### src/rtl/cpu_bus_pkg.sv
// Shared constants for the cpu bus bridge: I/O register offsets and STATUS bit layout.
// The cpu-side software headers mirror these values.
package cpu_bus_pkg;

  localparam logic [3:0] IO_TXDATA = 4'h0;
  localparam logic [3:0] IO_STATUS = 4'h1;
  localparam logic [3:0] IO_RXDATA = 4'h2;

  localparam int unsigned ST_TX_FULL    = 0;
  localparam int unsigned ST_TX_EMPTY   = 1;
  localparam int unsigned ST_RX_VALID   = 2;
  localparam int unsigned ST_TX_OVF     = 3;
  localparam int unsigned ST_TX_COUNT   = 8;
  localparam int unsigned ST_TX_COUNT_W = 5;

endpackage

### src/rtl/sync_fifo.sv
// Single-clock FIFO with registered storage; head is read straight from the entry at the
// read pointer, so it only moves on a pop.
module sync_fifo #(
  parameter int unsigned DEPTH = 8,
  parameter int unsigned WIDTH = 8
) (
  input  logic                     clk,
  input  logic                     rst_n,
  input  logic                     push,
  input  logic [WIDTH-1:0]         push_data,
  input  logic                     pop,
  output logic [WIDTH-1:0]         head,
  output logic                     full,
  output logic                     empty,
  output logic [$clog2(DEPTH):0]   count
);

  localparam int unsigned AW = $clog2(DEPTH);

  logic [WIDTH-1:0] mem_q [DEPTH];
  logic [AW-1:0]    rd_ptr_q, wr_ptr_q;
  logic [AW:0]      count_q;
  logic             do_push, do_pop;

  assign empty   = (count_q == '0);
  assign full    = (count_q == (AW+1)'(DEPTH));
  assign count   = count_q;
  assign head    = mem_q[rd_ptr_q];
  assign do_pop  = pop & ~empty;
  // A pop in the same cycle frees the slot the push needs.
  assign do_push = push & (~full | do_pop);

  always_ff @(posedge clk or negedge rst_n) begin
    if (!rst_n) begin
      rd_ptr_q <= '0;
      wr_ptr_q <= '0;
      count_q  <= '0;
      for (int i = 0; i < DEPTH; i++) begin
        mem_q[i] <= '0;
      end
    end else begin
      if (do_push) begin
        mem_q[wr_ptr_q] <= push_data;
        wr_ptr_q        <= wr_ptr_q + AW'(1);
      end
      if (do_pop) begin
        rd_ptr_q <= rd_ptr_q + AW'(1);
      end
      case ({do_push, do_pop})
        2'b10:   count_q <= count_q + (AW+1)'(1);
        2'b01:   count_q <= count_q - (AW+1)'(1);
        default: count_q <= count_q;
      endcase
    end
  end

endmodule

### src/rtl/cpu_bus_bridge.sv
// Decodes cpu accesses to block RAM or the I/O page (TX FIFO, RX holding register, STATUS)
// and returns read data with a fixed one-cycle latency for both regions.
module cpu_bus_bridge
  import cpu_bus_pkg::*;
#(
  parameter int unsigned       AWIDTH   = 16,
  parameter int unsigned       DWIDTH   = 16,
  parameter logic [AWIDTH-1:0] IO_BASE  = 16'hFFF0,
  parameter int unsigned       TX_DEPTH = 8,
  parameter int unsigned       TX_WIDTH = 8
) (
  input  logic                clk,
  input  logic                rst_n,
  input  logic [AWIDTH-1:0]   mem_raddr_i,
  input  logic                mem_rd_i,
  output logic [DWIDTH-1:0]   mem_rdata_o,
  input  logic [AWIDTH-1:0]   mem_waddr_i,
  input  logic [DWIDTH-1:0]   mem_wdata_i,
  input  logic                mem_wr_i,
  output logic [AWIDTH-1:0]   ram_raddr_o,
  input  logic [DWIDTH-1:0]   ram_rdata_i,
  output logic [AWIDTH-1:0]   ram_waddr_o,
  output logic [DWIDTH-1:0]   ram_wdata_o,
  output logic                ram_we_o,
  output logic [TX_WIDTH-1:0] tx_data_o,
  output logic                tx_valid_o,
  input  logic                tx_ready_i,
  input  logic [TX_WIDTH-1:0] rx_data_i,
  input  logic                rx_valid_i,
  output logic                rx_ready_o
);

  localparam int unsigned CW = $clog2(TX_DEPTH) + 1;

  function automatic logic io_hit(input logic [AWIDTH-1:0] a);
    return a[AWIDTH-1:4] == IO_BASE[AWIDTH-1:4];
  endfunction

  logic                rd_io, wr_io;
  logic [3:0]          roff, woff;
  logic                tx_push, tx_pop, tx_drop, tx_full, tx_empty;
  logic [CW-1:0]       tx_count;
  logic                ovf_q, ovf_d, ovf_clr;
  logic                rx_valid_q, rx_valid_d, rx_capture, rx_clear;
  logic [TX_WIDTH-1:0] rx_data_q;
  logic                sel_io_q;
  logic [DWIDTH-1:0]   io_rdata_q, io_rdata_d, status;

  assign rd_io = mem_rd_i & io_hit(mem_raddr_i);
  assign wr_io = mem_wr_i & io_hit(mem_waddr_i);
  assign roff  = mem_raddr_i[3:0];
  assign woff  = mem_waddr_i[3:0];

  assign ram_raddr_o = mem_raddr_i;
  assign ram_waddr_o = mem_waddr_i;
  assign ram_wdata_o = mem_wdata_i;
  assign ram_we_o    = mem_wr_i & ~io_hit(mem_waddr_i);

  assign tx_push    = wr_io & (woff == IO_TXDATA);
  assign tx_valid_o = ~tx_empty;
  assign tx_pop     = tx_valid_o & tx_ready_i;
  assign tx_drop    = tx_push & tx_full & ~tx_pop;
  assign ovf_clr    = wr_io & (woff == IO_STATUS) & mem_wdata_i[ST_TX_OVF];

  sync_fifo #(
    .DEPTH (TX_DEPTH),
    .WIDTH (TX_WIDTH)
  ) u_tx_fifo (
    .clk       (clk),
    .rst_n     (rst_n),
    .push      (tx_push),
    .push_data (mem_wdata_i[TX_WIDTH-1:0]),
    .pop       (tx_pop),
    .head      (tx_data_o),
    .full      (tx_full),
    .empty     (tx_empty),
    .count     (tx_count)
  );

  assign rx_ready_o = ~rx_valid_q;
  assign rx_capture = rx_valid_i & ~rx_valid_q;
  // Reading RXDATA consumes the byte; capture and clear are exclusive via rx_valid_q.
  assign rx_clear   = rd_io & (roff == IO_RXDATA) & rx_valid_q;

  always_comb begin
    status                                   = '0;
    status[ST_TX_FULL]                       = tx_full;
    status[ST_TX_EMPTY]                      = tx_empty;
    status[ST_RX_VALID]                      = rx_valid_q;
    status[ST_TX_OVF]                        = ovf_q;
    status[ST_TX_COUNT +: ST_TX_COUNT_W]     = ST_TX_COUNT_W'(tx_count);
  end

  always_comb begin
    io_rdata_d = '0;
    if (rd_io) begin
      case (roff)
        IO_STATUS: io_rdata_d = status;
        IO_RXDATA: if (rx_valid_q) io_rdata_d[TX_WIDTH-1:0] = rx_data_q;
        default:   io_rdata_d = '0;
      endcase
    end
  end

  always_comb begin
    ovf_d = ovf_q;
    if (tx_drop) begin
      ovf_d = 1'b1;
    end else if (ovf_clr) begin
      ovf_d = 1'b0;
    end
    rx_valid_d = rx_valid_q;
    if (rx_capture) begin
      rx_valid_d = 1'b1;
    end else if (rx_clear) begin
      rx_valid_d = 1'b0;
    end
  end

  always_ff @(posedge clk or negedge rst_n) begin
    if (!rst_n) begin
      sel_io_q   <= 1'b0;
      io_rdata_q <= '0;
      ovf_q      <= 1'b0;
      rx_valid_q <= 1'b0;
      rx_data_q  <= '0;
    end else begin
      sel_io_q   <= rd_io;
      io_rdata_q <= io_rdata_d;
      ovf_q      <= ovf_d;
      rx_valid_q <= rx_valid_d;
      if (rx_capture) begin
        rx_data_q <= rx_data_i;
      end
    end
  end

  assign mem_rdata_o = sel_io_q ? io_rdata_q : ram_rdata_i;

endmodule

### config.mk
export PLATFORM = sky130hd
export DESIGN_NAME = cpu_bus_bridge
export DESIGN_NICKNAME = d
export VERILOG_FILES = /design/src/rtl/cpu_bus_pkg.sv /design/src/rtl/sync_fifo.sv /design/src/rtl/cpu_bus_bridge.sv
export SDC_FILE = /design/constraint.sdc
export NUM_CORES = 1
export LEC_CHECK = 0
export ABC_AREA = 1
export BUFFER_PORTS_ARGS = -buffer_cell sky130_fd_sc_hd__buf_2
export CORE_ASPECT_RATIO = 0.8
export CORE_MARGIN = 1.5
export CORE_UTILIZATION = 57
export CTS_CLUSTER_SIZE = 25
export DETAILED_ROUTE_END_ITERATION = 10
export GPL_ROUTABILITY_DRIVEN = 1
export PLACE_DENSITY = 0.95
export SYNTH_ARGS = -nofsm -noshare
export SYNTH_HDL_FRONTEND = slang
export SYNTH_SLANG_ARGS = --single-unit
### constraint.sdc
create_clock -name clk -period 3.1 [get_ports clk]
set_input_delay 0.31 -clock clk [delete_from_list [all_inputs] [get_ports clk]]
set_output_delay 0.31 -clock clk [all_outputs]
set_load 0.05 [all_outputs]
==> flow_summary.ini <==
[run_status]
status = complete, but fails checks
violations = negative hold slack

[placement]
hpwl_um = 10900
port_buffers = 136
gp_congestion = 0.991
pre_cts_ws_ns = 0.680

[critical_path]
cp_cell_sequence = inv_2, nor2_1, o21ai_1, a21oi_1, a31oi_1, buf_2
max_stage_delay_ns = 0.62
cp.required_ns = 2.79
critPathSlowestCell = dfrtp_1
endpoint_kind = output port
critPathKind = reg -> out
r2r_cells = 11
cp-start-kind = flop
cp.arrival_ns = 2.26
cp_num_cells = 6
crit_fanout = 33
crit_buf_inv = 2
critPathTopFamily = buffers and inverters

[global_routing]
grt_pass1_vias = 5258
grt_max_degree = 76
grt_pass1_wl_um = 25300
antenna_found_initial = 0
grt_use_total_pct = 31.5
grt_overflow = 0

[timing]
slew_headroom_pct = 40.2
finalCriticalPeriod_ns = 2.57
setup_ws_ns = 0.529
final-setup-viol-count = 0
hold_violations = 12
fmax_mhz = 389
post-route-period-util_pct = 82.9
worst_hold_slack_ns = -0.0149
finClkSkew_ns = 0.00722
maxSlewViolCount = 0
worstMarginPinSlew_ns = 0.896
rsz0062_at_grt = false
finalSetupTns_ns = 0

[drt]
num_vias = 5256
route.detailed.drc = 0
wl_per_cell_um = 18.2
ant_nets = 0
viasPerCell = 6.14
totalWireLength_um = 15600
firstDrtPassIters = 8
first_iter_violations = 500

[floorplanning]
die_y_um = 91.2
core_area_mm2 = 0.00923
die_area_mm2 = 0.0103
die_w_um = 113
pin_count = 153
initial_core_util_pct = 60.0
rows = 31

[yosys]
synthTopCellsByArea = dfrtp_1 44%, nand2_1 13%, nand4_1 7.6%
syn_area_per_cell_um2 = 8.32
synth_fp_nets = 749
yosys.area.top_type = dfrtp_1
yosysWarnings = 0
synth_top_area_share_pct = 43.8
synth_cells = 666
synth_common_cells = 196 x nand2_1, 97 x dfrtp_1, 67 x nand4_1, 63 x nor2_1, 50 x buf_4
syn-cell-area_mm2 = 0.00554
async_flop_share_pct = 100
yosysSeqAreaShare_pct = 43.8
synth_flop_cell = dfrtp_1
synthDistinctLibCells = 31
synth.most_common_cell = nand2_1
synth-seq-cells = 97
synth_edf_count = 0

[hold_path]
hold_class = in -> async

[cts]
clockBufferDepth = 2
ctsHoldBuffers = 0
root_buffer = clkbuf_16
clk_latency_ns = 0.35
cts.clk_slew.worst_paths_ns = 0.07
numCtsBuffers = 9
cts_tree = built
cts.sinks = 97
cts_resized = 0
ctsHtreeMaxLevel = 3
post_cts_buffers = 0

[power_and_ir_drop]
vdd_drop_max_v = 0.000314
p_leak_nw = 3.27
powerDensity_mw_per_mm2 = 651

[finish]
antennaDiodeCount = 0
final_core_util_pct = 66.5
fillers = 685
final_layout_size_suffix_gt1_share_pct = 28.1
area_growth_pct = 10.7
layout.nets = 819

[run]
cap_violations = 0
==> worst register-to-register path: cells and delay by family, from the launching register on <==
family	cells	cell delay, ns
AND/OR/NAND/NOR	5	0.72
flip-flops	1	0.47
adder cells (fa/ha/maj)	2	0.45
AO/OA/AOI/OAI	2	0.24
XOR/XNOR	1	0.17
buffers and inverters	1	0.09
==> sequential cells by signal, indices dropped and copies added, names as in the netlist <==
register            cells
io_rdata_q             12
ovf_q                   1
rx_data_q               8
rx_valid_q              1
sel_io_q                1
u_tx_fifo.count         4
u_tx_fifo.mem_q        64
u_tx_fifo.rd_ptr_q      3
u_tx_fifo.wr_ptr_q      3
==> kinds of logic (layout without fill, tap and decap cells) <==
| family | count (synthesis) | after routing | synth area share (%) |
|---|---|---|---|
| simple gates | 368 | 368 | 33.0 |
| mux | 16 | 16 | 3.25 |
| flops | 97 | 97 | 43.8 |
| buf+inv | 112 | 187 | 12.0 |
| fa+ha+maj | 5 | 5 | 1.13 |
| xor+xnor | 7 | 7 | 1.11 |
| compound gates | 61 | 61 | 5.73 |
==> placed cells by master, fill, tap and decap left out, types with 3 or more instances in the layout <==
cell / Yosys / final
nor2_1: 63 / 63
buf_2: 15 / 135
dfrtp_1: 97 / 97
nand2_1: 196 / 196
clkinvlp_4: 0 / 3
nand4_1: 67 / 67
o21ai_0: 30 / 30
nor2_2: 12 / 11
inv_1: 20 / 20
clkbuf_16: 0 / 9
nand4_4: 9 / 9
a31oi_1: 8 / 8
o21ai_1: 9 / 9
xor2_1: 6 / 6
buf_4: 50 / 7
mux2_2: 16 / 16
inv_2: 8 / 8
nand3_1: 11 / 11
ha_1: 5 / 5
a21oi_1: 13 / 13
==> layer usage <==
layer  wire (µm)  global-route usage (%)  vias up
met5           0                       0        -
met4         817                    19.2        0
met3        1650                    7.14      102
met2        7370                    50.1      358
met1        5720                    39.3     2482
li1            -                       -     2314
==> report_power, final <==
group | switching (W) | internal [W]
clock | 0.000496 | 0.000550
combinational | 0.00109 | 0.000396
sequential | 0.000144 | 0.00132
==> layout make-up <==
type	count	area (µm²)	area share [%]
inverter	29	109	1.77
multi-input combinational	457	2450	40.0
clock inverter	5	40.0	0.653
sequential	97	2430	39.6
tap	115	144	2.35
clock buffer	11	233	3.79
timing repair buffer	142	728	11.9
==> metrics by stage <==
step | total power (W) | cell area (µm²) | std cells
after floorplan | 0.00264 | 5540 | 666
after global placement | 0.00287 | 5860 | 840
after detailed placement | 0.00293 | 5860 | 840
after CTS | 0.00398 | 6140 | 856
after global routing | 0.00419 | 6140 | 856
final | 0.00400 | 6140 | 856
==> final timing paths <==
| path | startpoint | to | slack [ns] |
|---|---|---|---|
| worst max-delay path | u_tx_fifo.rd_ptr_q[0]$_DFFE_PN0P_ | tx_data_o[4] | 0.53 |
| worst min-delay path | rst_n | u_tx_fifo.wr_ptr_q[2]$_DFFE_PN0P_ | -0.01 |
| worst max register to register | u_tx_fifo.count[0]$_DFFE_PN0P_ | u_tx_fifo.count[2]$_DFFE_PN0P_ | 0.85 |
| worst min register to register | u_tx_fifo.mem_q[18]$_DFFE_PN0P_ | u_tx_fifo.mem_q[18]$_DFFE_PN0P_ | 0.49 |
| max in group asynchronous | rst_n | io_rdata_q[5]$_DFF_PN0_ | 2.30 |
| min in group clk | rx_data_i[1] | rx_data_q[1]$_DFFE_PN0P_ | 0.19 |
(Power assumes the default switching activity.)
